--- config.mk ---
export PLATFORM = sky130hd
export DESIGN_NAME = kbd_fifo_ctrl
export DESIGN_NICKNAME = d
export VERILOG_FILES = /design/src/rtl/kbd_fifo_ctrl.sv
export SDC_FILE = /design/constraint.sdc
export NUM_CORES = 1
export LEC_CHECK = 0
export CORE_UTILIZATION = 40
export DETAILED_ROUTE_END_ITERATION = 10
export GPL_TIMING_DRIVEN = 0
export PLACE_DENSITY = 0.63
export SYNTH_ARGS = -nofsm -noshare
export SYNTH_HDL_FRONTEND = slang
export SYNTH_SLANG_ARGS = --single-unit
--- constraint.sdc ---
create_clock -name clk -period 4.7 [get_ports clk]
set_input_delay 0.94 -clock clk [delete_from_list [all_inputs] [get_ports clk]]
set_output_delay 0.94 -clock clk [all_outputs]
set_load 0.05 [all_outputs]
--- src/rtl/kbd_fifo_ctrl.sv ---
// Keyboard event controller: turns scanner levels into key events with typematic
// auto-repeat, queues them in a small FIFO and exposes DATA/STATUS/CTRL registers.
module kbd_fifo_ctrl #(
    parameter int DEPTH         = 4,
    parameter int REPEAT_DELAY  = 50_000_000,
    parameter int REPEAT_PERIOD = 10_000_000
) (
    input  logic        clk,
    input  logic        rst,
    input  logic [3:0]  key_code,
    input  logic        key_pressed,
    input  logic        cs,
    input  logic        rd,
    input  logic        wr,
    input  logic [1:0]  addr,
    input  logic [15:0] wdata,
    output logic [15:0] rdata,
    output logic        irq
);

    localparam int PW   = (DEPTH > 1) ? $clog2(DEPTH) : 1;
    localparam int CW   = PW + 1;
    localparam int RMAX = (REPEAT_DELAY > REPEAT_PERIOD) ? REPEAT_DELAY : REPEAT_PERIOD;
    localparam int TW   = (RMAX > 1) ? $clog2(RMAX) : 1;
    localparam logic [TW-1:0] DELAY_LAST  = TW'(REPEAT_DELAY - 1);
    localparam logic [TW-1:0] PERIOD_LAST = TW'(REPEAT_PERIOD - 1);
    localparam logic [CW-1:0] FULL_COUNT  = CW'(DEPTH);

    typedef enum logic [1:0] {
        ST_IDLE   = 2'd0,
        ST_DELAY  = 2'd1,
        ST_REPEAT = 2'd2
    } state_t;

    state_t          state_reg;
    logic [TW-1:0]   cnt_reg;
    logic [3:0]      held_code_reg;
    logic            prev_pressed_reg;
    logic            block_reg;
    logic            enable_reg;
    logic            repeat_en_reg;
    logic            irq_en_reg;
    logic            overflow_reg;
    logic [PW-1:0]   wr_ptr_reg;
    logic [PW-1:0]   rd_ptr_reg;
    logic [CW-1:0]   count_reg;
    logic [3:0]      mem [DEPTH];

    logic            new_press;
    logic            code_change;
    logic            push;
    logic [3:0]      push_code;
    logic            ctrl_wr;
    logic            flush;
    logic            do_pop;
    logic            full;
    logic            fifo_we;
    logic            overflow_set;
    logic            wdata_unused;

    assign wdata_unused = ^wdata[15:5];

    // block_reg masks a key that was already down during reset until it is released.
    assign new_press   = key_pressed & ~prev_pressed_reg & ~block_reg;
    assign code_change = key_pressed & (key_code != held_code_reg);

    always_comb begin
        push      = 1'b0;
        push_code = key_code;
        if (enable_reg) begin
            case (state_reg)
                ST_IDLE: push = new_press;
                ST_DELAY: begin
                    if (code_change) begin
                        push = 1'b1;
                    end else if (key_pressed && repeat_en_reg && cnt_reg >= DELAY_LAST) begin
                        push      = 1'b1;
                        push_code = held_code_reg;
                    end
                end
                ST_REPEAT: begin
                    if (code_change) begin
                        push = 1'b1;
                    end else if (key_pressed && repeat_en_reg && cnt_reg == PERIOD_LAST) begin
                        push      = 1'b1;
                        push_code = held_code_reg;
                    end
                end
                default: push = 1'b0;
            endcase
        end
    end

    always_ff @(posedge clk) begin
        if (rst) begin
            prev_pressed_reg <= 1'b0;
            block_reg        <= key_pressed;
        end else begin
            prev_pressed_reg <= key_pressed;
            if (!key_pressed) begin
                block_reg <= 1'b0;
            end
        end
    end

    always_ff @(posedge clk) begin
        if (rst) begin
            state_reg     <= ST_IDLE;
            cnt_reg       <= '0;
            held_code_reg <= 4'h0;
        end else if (!enable_reg) begin
            state_reg <= ST_IDLE;
            cnt_reg   <= '0;
        end else begin
            if (push) begin
                held_code_reg <= push_code;
            end
            case (state_reg)
                ST_IDLE: begin
                    if (new_press) begin
                        state_reg <= ST_DELAY;
                        cnt_reg   <= '0;
                    end
                end
                ST_DELAY: begin
                    if (!key_pressed) begin
                        state_reg <= ST_IDLE;
                        cnt_reg   <= '0;
                    end else if (code_change) begin
                        cnt_reg <= '0;
                    end else if (cnt_reg >= DELAY_LAST) begin
                        // Without repeat enabled the counter parks here until it is.
                        if (repeat_en_reg) begin
                            state_reg <= ST_REPEAT;
                            cnt_reg   <= '0;
                        end
                    end else begin
                        cnt_reg <= cnt_reg + TW'(1);
                    end
                end
                ST_REPEAT: begin
                    if (!key_pressed) begin
                        state_reg <= ST_IDLE;
                        cnt_reg   <= '0;
                    end else if (code_change) begin
                        state_reg <= ST_DELAY;
                        cnt_reg   <= '0;
                    end else if (!repeat_en_reg) begin
                        state_reg <= ST_DELAY;
                    end else if (cnt_reg == PERIOD_LAST) begin
                        cnt_reg <= '0;
                    end else begin
                        cnt_reg <= cnt_reg + TW'(1);
                    end
                end
                default: begin
                    state_reg <= ST_IDLE;
                    cnt_reg   <= '0;
                end
            endcase
        end
    end

    assign ctrl_wr = cs & wr & (addr == 2'd2);
    assign flush   = ctrl_wr & wdata[3];
    assign do_pop  = cs & rd & (addr == 2'd0) & (count_reg != '0);
    assign full    = (count_reg == FULL_COUNT);
    // A pop in the same cycle frees the slot, so a push at full still lands.
    assign fifo_we      = push & ~flush & (~full | do_pop);
    assign overflow_set = push & ~flush & full & ~do_pop;

    always_ff @(posedge clk) begin
        if (fifo_we) begin
            mem[wr_ptr_reg] <= push_code;
        end
    end

    always_ff @(posedge clk) begin
        if (rst) begin
            wr_ptr_reg    <= '0;
            rd_ptr_reg    <= '0;
            count_reg     <= '0;
            overflow_reg  <= 1'b0;
            enable_reg    <= 1'b1;
            repeat_en_reg <= 1'b0;
            irq_en_reg    <= 1'b0;
        end else begin
            if (ctrl_wr) begin
                enable_reg    <= wdata[0];
                repeat_en_reg <= wdata[1];
                irq_en_reg    <= wdata[2];
            end
            if (flush) begin
                wr_ptr_reg   <= '0;
                rd_ptr_reg   <= '0;
                count_reg    <= '0;
                overflow_reg <= 1'b0;
            end else begin
                if (fifo_we) begin
                    wr_ptr_reg <= wr_ptr_reg + PW'(1);
                end
                if (do_pop) begin
                    rd_ptr_reg <= rd_ptr_reg + PW'(1);
                end
                if (fifo_we && !do_pop) begin
                    count_reg <= count_reg + CW'(1);
                end else if (!fifo_we && do_pop) begin
                    count_reg <= count_reg - CW'(1);
                end
                if (overflow_set) begin
                    overflow_reg <= 1'b1;
                end else if (ctrl_wr && wdata[4]) begin
                    overflow_reg <= 1'b0;
                end
            end
        end
    end

    always_comb begin
        rdata = 16'h0000;
        if (cs && rd) begin
            case (addr)
                2'd0: begin
                    if (count_reg != '0) begin
                        rdata = {1'b1, 11'b0, mem[rd_ptr_reg]};
                    end
                end
                2'd1: rdata = 16'({irq_en_reg, repeat_en_reg, enable_reg, overflow_reg, count_reg});
                2'd2: rdata = {13'b0, irq_en_reg, repeat_en_reg, enable_reg};
                default: rdata = 16'h0000;
            endcase
        end
    end

    assign irq = irq_en_reg & (count_reg != '0);

endmodule

======== Yosys cells after proc, flatten, opt, wreduce, memory -nomap -nowiden ========
Memories as Yosys holds them, arrays and structs flattened. A register that Yosys moved wholly into a read port is not among the register bits.
Cells that the tools add are included.
W data, S select, Z words.
word-level totals
  flip-flop bits (word level) ............. 45
  RAM bits ................................ 16
  bits of input ports ..................... 28
  output and inout port bits .............. 17
  logic and storage cells ................. 118
  memories kept ........................... 1
operators by class
  $add $sub $neg .......................... 5
  order comparisons ....................... 1
  equality and inequality tests ........... 15
  muxes and demuxes ....................... 44
  bitwise operators ....................... 21
  reductions and logical operators ........ 19
memory list
  memory  depth  width  rd ports  clocked after memory_dff  write ports  RTL line  source
  mem     4      4      1         1                         1            47        logic [3:0] mem [DEPTH];
operators by type and width
  operator                 number
  $mux W26                 9
  $pmux W26 S3             1
  $pmux W16 S3             1
  $mux W16                 2
  $add A26 B1 Y26 const B  1
  $eq A26 B24 Y1 const B   1
  $ge A26 B26 Y1 const B   1
  $mux W2                  10
  $mux W4                  5
  $and A1 B1 Y1            14
  $mux W1                  11
  $ne A3 B3 Y1 const B     3
  $ne A4 B4 Y1 const B     2
  $pmux W4 S2              1
  $logic_and A1 B1 Y1      7
  $mux W3                  2
  $not A1 Y1               6
  $pmux W2 S3              1
  $ne A5 B5 Y1 const B     1
  $reduce_and A5 Y1        1
  $add A2 B1 Y2 const B    2
  $eq A2 B1 Y1 const B     2
  $eq A2 B2 Y1 const B     2
  $logic_not A2 Y1         2
  13 further kinds         17

======== Logic depth before layout (Yosys ltp) ========
Gate-level depths: netlist of run 1.
  depth after elaboration ................. 12
  depth in mapped cells ................... 13

======== Least setup slack after synthesis of run 1 ========
OpenSTA, ideal clock, no wires.
  path type ............................... input to register
  start ................................... input cs
  end ..................................... register count_reg[2]
  setup time .............................. 0.070 ns
  data arrival time ....................... 4.612 ns
  data required time ...................... 4.630 ns
  slack ................................... 0.018 ns
  cell stages on the path ................. 10
  buffers on the path ..................... 0
  path through ............................ nand2_1 -> nor4_1 -> nor4b_1 -> a221oi_2 -> ha_1 -> inv_1 -> fa_1 -> xor2_1 -> or3_1 -> a21oi_1
between the ends
  cells in the longest elaborated chain, start to end .. 9
  elaborated cells on any way between the ends .. 17
  those cells by class .................... 1 x mux; 10 x bitwise; 6 x reduce/logical
ends and longest elaborated chain
  element                       RTL line  source
  start, declared               12        input logic cs,
  $and A1 B1 Y1 (2 in series)   164       assign ctrl_wr = cs & wr & (addr == 2'd2);
  $and A1 B1 Y1                 165       assign flush = ctrl_wr & wdata[3];
  $not A1 Y1                    169       assign fifo_we = push & ~flush & (~full | do_pop);
  $and A1 B1 Y1                 169
  $and A1 B1 Y1 *               169
  via fifo_we                   57        logic fifo_we;
  $logic_not A1 Y1              207       end else if (!fifo_we && do_pop) begin
  $logic_and A1 B1 Y1           207
  $reduce_bool A2 Y1 (no line)  --
  end signal, assigned          206       count_reg <= count_reg + CW'(1);
  end signal, assigned          208       count_reg <= count_reg - CW'(1);
  end, declared                 46        logic [CW-1:0] count_reg;
Mark *: on every way through the listed nets, which the timed path passes. The rest lies on a longest branch.
A chain may end at the register's enable or synchronous reset.

======== Worst setup path in the final report of run 1 ========
  start ................................... input addr[0]
  end ..................................... output rdata[0]
between the ends
  cells in the longest elaborated chain, start to end .. 3
  elaborated cells on any way between the ends .. 5
  those cells by class .................... 2 x eq/ne; 2 x mux; 1 x reduce/logical
ends and longest elaborated chain
  element                               RTL line  source
  start, declared                       15        input logic [1:0] addr,
  $eq A2 B2 Y1 (tied with other cells)  222       case (addr)
  $pmux W16 S3 *                        222
  $mux W16 *                            221       if (cs && rd) begin
  end, declared                         17        output logic [15:0] rdata,
Every way passes the cells marked *; elsewhere a longest branch is shown, timed or not.

==> flow_summary.ini, run 1 <==
[run_status]
status = complete, but fails checks
violations = design-rule violations

[timing]
grt_setup_unrepaired = no
hold_violations = 0
fin_crit_sh = 0.906
period_minus_slack_ns = 4.26
tightest_slew_ns = 0.858
setup_ws_ns = 0.443
slew_violations = 0
fin_skew_ns = 0.0143
fmax_mhz = 235
relSlewSlack = 0.423
setup-tns-final_ns = 0
report.final.setup_viol = 0

[worst_setup_path]
required_ns = 3.76
worstPathMaxFanout = 10
path_class = primary input to output port
worstSetupStartpointType = primary input
endpoint_kind = output port
critical_path_arrival_ns = 3.32

[clock_network]
cts_resized = 0
h-tree-depth = 3
clockBufferDepth = 2
cts_made_buffers = 9
clk_latency_ns = 0.36
clockRootBuffer = clkbuf_8
clk_pin_slew_worst_paths_ns = 0.07
tritoncts = built
clock_sinks = 63
post_cts_buffers = 0
holdBufCountCts = 0

[floorplanning]
fp.dieW_um = 98.4
core_area_um2 = 8850
die_h_um = 98.4
initial_core_util = 0.420
fp.dieArea_um2 = 9690
fp-row-count = 34
io_pins = 45

[finish]
largest_reg_flops = 26
diodes = 0
drive_gt1_frac = 0.124
final_util = 0.494
seq_area_um2 = 1430
multiInputGateArea_um2 = 2130
nets = 468
syn2layout_area_growth_pct = 17.6
n_fill_cell = 845
fin_cells = 542

[power_and_ir_drop]
power_density_nw_per_um2 = 380
power_mw = 1.66
total_leakage_power_nw = 1.60
ir_drop_uv = 120

[grt]
grtUsageTotal = 0.191
grt_pass1_vias = 2922
met3_usage = 0.0404
grt_max_degree = 13
grt.busiest_layer = met2
antenna_found_initial = 0
met1_usage = 0.243
grt_pass1_wl_mm = 14.5
gr-total-overflow = 0
grtUsageMet2 = 0.316

[place]
place_ws_ns = 0.391
place_hpwl_mm = 6.43
io_buffers = 25
place_inst = 526
gp_congestion = 0.831

[synth]
yosys.area.top_type = dfxtp_1
synthTopCellsByArea = dfxtp_1 25%, edfxtp_1 14%, a21oi_1 3.4%
synthFlopType = dfxtp_1
syn_inst = 386
synth_area_um2 = 3720
synth_warnings = 0
ys_seq_area_frac = 0.385
synth-seq-cells = 63
ys_types = 71
avgSynthCellArea_um2 = 9.63
async_reset_ff_frac = 0
synth_enable_flop_cells = 17
synth_top_area_frac = 0.248

[route]
wl_per_cell_um = 15.9
vias_per_cell = 5.63
drtIter0Drc = 125
drc_errors = 7
wirelength_mm = 8.62
ant_nets = 0
drt-pass1-iter-count = 8
num_vias = 3054

[flow_run]
drv_cap = 0

[worst_hold_path]
hold_path_class = flip-flop to flip-flop
-- final cells by class --
| cell class | instances | area share |
|---|---|---|
| Multi-Input combinational cell | 297 | 0.488 |
| Sequential cell | 63 | 0.327 |
| Timing Repair Buffer | 25 | 0.0572 |
| Tap cell | 108 | 0.0309 |
| Buffer | 20 | 0.0303 |
| Clock buffer | 9 | 0.0283 |
| Clock inverter | 7 | 0.0272 |
| Inverter | 13 | 0.0112 |
-- cells in the final DEF (no fill, tap or decap), types with 12 or more instances in the layout --
master | synthesis | routed
o31ai_1 | 13 | 13
nand2_1 | 23 | 23
a21oi_1 | 25 | 25
dfxtp_1 | 46 | 46
clkdlybuf4s50_1 | 0 | 25
and2_1 | 17 | 17
nor2b_1 | 13 | 13
o21ai_0 | 12 | 12
inv_1 | 13 | 13
a22o_1 | 13 | 13
edfxtp_1 | 17 | 17
nor2_1 | 28 | 28
-- logic make-up (layout without fill, tap and decap cells) --
family / Yosys count / in the layout / share of synthesized area
simple gates: 151 / 151 / 0.239
other cells: 1 / 8 / 0.00101
fa+ha+maj: 11 / 11 / 0.0390
compound gates: 104 / 104 / 0.216
xor+xnor: 13 / 13 / 0.0306
buf+inv: 33 / 74 / 0.0488
mux: 10 / 10 / 0.0407
flops: 63 / 63 / 0.385
-- worst paths after layout --
kind	start	to	slack, ns	cells past startpoint
max	addr[0]	rdata[0]	0.44	8
min	overflow_reg$_SDFFE_PP0P_	overflow_reg$_SDFFE_PP0P_	0.46	2
max reg2reg	cnt_reg[17]$_SDFFE_PP0P_	count_reg[2]$_SDFFE_PP0P_	1.12	11
min reg2reg	overflow_reg$_SDFFE_PP0P_	overflow_reg$_SDFFE_PP0P_	0.46	2
-- power breakdown --
part           switching, mW  total, mW  internal, mW
combinational          0.252      0.423         0.171
clock                  0.235      0.589         0.354
sequential            0.0372      0.649         0.612
total                  0.524       1.66          1.14
-- routing by layer --
layer | wire length [µm] | up-vias
met5 | 0 | -
met4 | 149 | 0
li1 | - | 1518
met2 | 4040 | 67
met3 | 392 | 16
met1 | 4040 | 1453
-- synthesized netlist by cell type (all sizes together) (2+ instances only) --
library cell,number
nor4b,2
edfxtp,17
a211o,2
o41ai,2
dfxtp,46
a21oi,25
mux4,4
mux2i,5
o31ai,13
and2,17
o32ai,3
a211oi,4
nand4,2
o211ai,6
o21ai,13
ha,10
and3,9
nor4,7
a21o,3
nor2b,13
buf,13
nor2,28
xor2,11
nand2b,10
o22a,4
nand3,9
nor3b,5
or3,9
o2111ai,5
inv,13
a41oi,2
a22o,13
nor3,8
clkbuf,7
or4,3
xnor2,2
and4,2
nand2,23
-- metrics by stage --
step | hold slack (ns) | area, µm²
2_1_floorplan | 0.437 | 3740
3_3_place_gp | 0.453 | 4130
3_5_place_dp | 0.452 | 4130
4_1_cts | 0.463 | 4370
5_1_grt | 0.491 | 4370
6_report | 0.459 | 4370
-- worst max-delay path, cell delays in order --
cell	delay (ns)
clkdlybuf4s50_1	0.45
clkbuf_1	0.23
nor3_1	0.33
and2_1	0.20
a21oi_1	0.05
o22a_1	0.21
nor2_1	0.09
clkdlybuf4s50_1	0.81
(Power assumes the default switching activity.)
==> run 2, diff against run 1 <==
--- a/config.mk
+++ b/config.mk
@@ -8,7 +8,7 @@
 export CORE_UTILIZATION = 40
 export DETAILED_ROUTE_END_ITERATION = 10
 export GPL_TIMING_DRIVEN = 0
-export PLACE_DENSITY = 0.63
+export PLACE_DENSITY = 0.57
 export SYNTH_ARGS = -nofsm -noshare
 export SYNTH_HDL_FRONTEND = slang
 export SYNTH_SLANG_ARGS = --single-unit
==> run 2 against run 1 <==
  * The run still ends with design-rule violations left
  * Power is 5.1% lower
  * Final area shrank 0.92%
  * Clock skew shrank 0.0048 ns
  * Count of clock-buffer cells in the layout grew 1
  * Fmax about the same
  * Clock power is 15% lower
  * Critical path type unchanged
  * Critical endpoint is now rdata[1]
  * Largest cell class unchanged
  * Highest routed layer unchanged
==> flow_summary.ini, run 2 (synthesized netlist as in run 1, its figures left out) <==
[run_status]
status = complete, but fails checks
violations = design-rule violations

[power_and_ir_drop]
ir_drop_uv = 138
power_density_nw_per_um2 = 364
power_frac_clock = 0.317
pwr-share-comb = 0.271
swShare = 0.318
netSwitchingPower_mw = 0.500
internal_power_mw = 1.08
p_seq_frac = 0.412
total_leakage_power_nw = 1.57

[place]
place_hpwl_mm = 6.57
gp_congestion = 0.811
place_inst = 526
io_buffers = 25

[clock_network]
clock_sinks = 63
post_cts_buffers = 0
clockBufferDepth = 2
tritoncts = built
clk_latency_ns = 0.34
cts_resized = 0
h-tree-depth = 3
clockRootBuffer = clkbuf_8
cts_made_buffers = 9
holdBufCountCts = 0
clk_pin_slew_worst_paths_ns = 0.07

[floorplanning]
initial_core_util = 0.420
io_pins = 45
core_area_um2 = 8850
fp-row-count = 34
die_h_um = 98.4
fp.dieArea_um2 = 9690
fp.dieW_um = 98.4

[worst_setup_path]
worstSetupStartpoint = addr[1]
worstSetupStartpointType = primary input
worstPathMaxFanout = 10
path_class = primary input to output port
endpoint_kind = output port
required_ns = 3.76
critical_path_arrival_ns = 3.31
crit-reg2reg-launch = cnt_reg[15]$_SDFFE_PP0P_

[grt]
grt_max_degree = 11
gr-total-overflow = 0
grtUsageTotal = 0.192
grt_pass1_wl_mm = 14.6
antenna_found_initial = 0
grt_pass1_vias = 2887

[finish]
fin_cells = 542
diodes = 0
syn2layout_area_growth_pct = 16.5
largest_reg_flops = 26
nets = 468
final_cell_mix = 46 x dfxtp_1, 28 x nor2_1, 25 x a21oi_1, 25 x clkdlybuf4s50_1, 23 x nand2_1
drive_gt1_frac = 0.113
final_common_cell = dfxtp_1

[route]
num_vias = 3005
drtIter0Drc = 68
ant_nets = 0
wirelength_mm = 8.68
drt-pass1-iter-count = 7
wl_per_cell_um = 16.0
vias_per_cell = 5.54
drc_errors = 8

[flow_run]
drv_cap = 0

[timing]
period_minus_slack_ns = 4.25
fmax_mhz = 235
slew_violations = 0
report.final.setup_viol = 0
setup-tns-final_ns = 0
hold_ws_ns = 0.468
hold_violations = 0
grt_setup_unrepaired = no
fin_skew_ns = 0.00953
tightest_slew_ns = 0.875
relSlewSlack = 0.411
fin_crit_sh = 0.905

[worst_hold_path]
hold_path_class = flip-flop to flip-flop
min_from = overflow_reg$_SDFFE_PP0P_
run 2: cell count changes in the layout (fill, tap and decap cells not counted), sizes merged:
| cell | delta |
|---|---|
| clkinv | +2 |
| inv | -2 |
| bufinv | -1 |
| clkbuf | +1 |
run 2: per-stage QoR:
| stage | power [mW] | util | setup WS (ns) | instance area, µm² |
|---|---|---|---|---|
| 4_1_cts | 1.59 | 0.490 | 0.433 | 4330 |
| 2_1_floorplan | 0.974 | - | 0.0181 | 3740 |
| 5_1_grt | 1.68 | 0.490 | 0.273 | 4330 |
| 3_3_place_gp | 1.08 | 0.467 | 0.399 | 4130 |
| 6_report | 1.58 | 0.490 | 0.446 | 4330 |
| 3_5_place_dp | 1.09 | 0.467 | 0.416 | 4130 |
run 2: worst paths after layout:
kind | endpoint | slack (ns) | cells after the start
max | rdata[1] | 0.45 | 8
min | overflow_reg$_SDFFE_PP0P_ | 0.47 | 2
min reg2reg | overflow_reg$_SDFFE_PP0P_ | 0.47 | 2
max reg2reg | count_reg[2]$_SDFFE_PP0P_ | 1.15 | 11
run 2: final cells by class:
| cell class | instances | area (µm²) |
|---|---|---|
| inverters | 13 | 48.8 |
| clock inverters | 6 | 75.1 |
| well taps | 108 | 135 |
| multi-input cells | 297 | 2130 |
| fillers | 865 | 4520 |
| plain buffers | 20 | 133 |
| clock buffers | 10 | 128 |
| repair buffers | 25 | 250 |
| flip-flops and latches | 63 | 1430 |
run 2: per-layer routing:
metal,part of all wire,track usage
met3,0.044,0.0376
met5,0,0
met4,0.010,0.0643
met1,0.53,0.277
met2,0.42,0.286
run 2: worst max-delay path, cell delays in order:
cell             delay [ns]
clkdlybuf4s50_1        0.42
clkbuf_1               0.22
nor3_1                 0.36
and2_1                 0.21
a21oi_1                0.05
o22a_1                 0.21
nor2_1                 0.09
clkdlybuf4s50_1        0.82
run 2: power groups by stage:
| stage | Sequential, mW | Clock (mW) | Combinational, mW |
|---|---|---|---|
| floorplan | 0.652 | 0 | 0.323 |
| global placement | 0.660 | 0 | 0.418 |
| detailed placement | 0.662 | 0 | 0.424 |
| CTS | 0.650 | 0.514 | 0.427 |
| global route | 0.657 | 0.537 | 0.483 |
| finish | 0.649 | 0.500 | 0.427 |
==> run 3, diff against run 2 <==
--- a/config.mk
+++ b/config.mk
@@ -6,6 +6,7 @@
 export NUM_CORES = 1
 export LEC_CHECK = 0
 export CORE_UTILIZATION = 40
+export CTS_BUF_LIST = sky130_fd_sc_hd__clkbuf_4
 export DETAILED_ROUTE_END_ITERATION = 10
 export GPL_TIMING_DRIVEN = 0
 export PLACE_DENSITY = 0.57
==> run 3 against run 2 <==
  * The flow still finishes with violations (design-rule violations)
  * Non-clock buffer count unchanged
  * Sequential cell count unchanged
  * Critical path type unchanged
  * Register-to-register slack about the same
  * Highest routed layer unchanged
==> flow_summary.ini, run 3 (synthesized netlist as in run 1, its figures left out) <==
[run_status]
status = complete, but fails checks
violations = design-rule violations

[finish]
final_cell_mix = 46 x dfxtp_1, 28 x nor2_1, 25 x a21oi_1, 25 x clkdlybuf4s50_1, 23 x nand2_1
final_area_um2 = 4280
syn2layout_area_growth_pct = 15.1
final_util = 0.484
n_fill_cell = 866
nets = 468
largest_reg_flops = 26
diodes = 0
drive_gt1_frac = 0.115
final_common_cell = dfxtp_1

[power_and_ir_drop]
p_seq_frac = 0.436
power_mw = 1.49
swShare = 0.329
netSwitchingPower_mw = 0.490
power_density_nw_per_um2 = 348
internal_power_mw = 0.998
ir_drop_uv = 131
power_frac_clock = 0.277
total_leakage_power_nw = 1.55
pwr-share-comb = 0.287

[worst_setup_path]
path_class = primary input to output port
worstPathMaxFanout = 10
critical_path_arrival_ns = 3.32
worstSetupStartpointType = primary input
endpoint_kind = output port
required_ns = 3.76

[floorplanning]
core_area_um2 = 8850
fp.dieW_um = 98.4
initial_core_util = 0.420
die_h_um = 98.4
fp.dieArea_um2 = 9690
io_pins = 45
fp-row-count = 34

[worst_hold_path]
hold_path_class = flip-flop to flip-flop

[grt]
gr-total-overflow = 0
antenna_found_initial = 0
grt_pass1_wl_mm = 14.5
grt_max_degree = 11
grtUsageTotal = 0.191
grt_pass1_vias = 2877

[clock_network]
tritoncts = built
clockBufferDepth = 2
post_cts_buffers = 0
h-tree-depth = 3
holdBufCountCts = 0
clockRootBuffer = clkbuf_4
clock_sinks = 63
clk_pin_slew_worst_paths_ns = 0.10
clk_latency_ns = 0.42
cts_resized = 0
cts_made_buffers = 9

[flow_run]
drv_cap = 0

[timing]
fin_skew_ns = 0.0224
hold_violations = 0
relSlewSlack = 0.405
fin_crit_sh = 0.907
hold_ws_ns = 0.472
fmax_mhz = 235
slew_violations = 0
report.final.setup_viol = 0
tightest_slew_ns = 0.884
grt_setup_unrepaired = no
period_minus_slack_ns = 4.26
setup-tns-final_ns = 0

[place]
place_hpwl_mm = 6.57
gp_congestion = 0.811
place_area_um2 = 4130
io_buffers = 25

[route]
drt-pass1-iter-count = 7
drtIter0Drc = 79
wl_per_cell_um = 16.0
drc_errors = 8
vias_per_cell = 5.54
num_vias = 3002
wirelength_mm = 8.68
ant_nets = 0
[run 3: changes by cell type in the layout (fill, tap and decap cells not counted)]
cell      previous run  this run
clkbuf_4             0        10
clkbuf_8             9         0
clkbuf_1             8         7
[run 3: power by group through the flow]
stage	Combinational (mW)	Sequential [mW]	Clock (mW)
final	0.427	0.649	0.412
after global routing	0.482	0.657	0.450
after CTS	0.426	0.649	0.426
after detailed placement	0.424	0.662	0
after global placement	0.418	0.660	0
after floorplan	0.323	0.652	0
[run 3: layer usage]
| layer | track usage | wire length, µm | up-vias |
|---|---|---|---|
| met4 | 0.0505 | 84 | 0 |
| li1 | - | - | 1526 |
| met3 | 0.0461 | 342 | 10 |
| met5 | 0 | 0 | - |
| met1 | 0.276 | 4640 | 1417 |
| met2 | 0.285 | 3620 | 49 |
[run 3: metrics by stage]
stage | cells | setup WS, ns
after CTS | 542 | 0.433
after detailed placement | 526 | 0.416
after global routing | 542 | 0.273
after floorplan | 393 | 0.0181
after global placement | 526 | 0.399
final | 542 | 0.439
[run 3: cell type report]
type / instances / area [µm²] / area share
multi-input combinational: 297 / 2130 / 0.498
sequential: 63 / 1430 / 0.334
timing repair buffer: 25 / 250 / 0.0585
tap: 108 / 135 / 0.0316
buffer: 20 / 133 / 0.0310
clock buffer: 10 / 75.1 / 0.0175
clock inverter: 6 / 75.1 / 0.0175
inverter: 13 / 48.8 / 0.0114
[run 3: worst max-delay path, stage by stage]
cell and delay (ns):
clkdlybuf4s50_1 0.42, clkbuf_1 0.22, nor3_1 0.37, and2_1 0.21
a21oi_1 0.05, o22a_1 0.21, nor2_1 0.09, clkdlybuf4s50_1 0.82
[run 3: worst paths after layout]
path                                   from                   endpoint  slack [ns]  depth (start not counted)
setup reg to reg   cnt_reg[17]$_SDFFE_PP0P_  count_reg[2]$_SDFFE_PP0P_        1.14                         11
setup / recovery                    addr[1]                   rdata[1]        0.44                          8
hold / removal    overflow_reg$_SDFFE_PP0P_  overflow_reg$_SDFFE_PP0P_        0.47                          2
hold reg to reg   overflow_reg$_SDFFE_PP0P_  overflow_reg$_SDFFE_PP0P_        0.47                          2
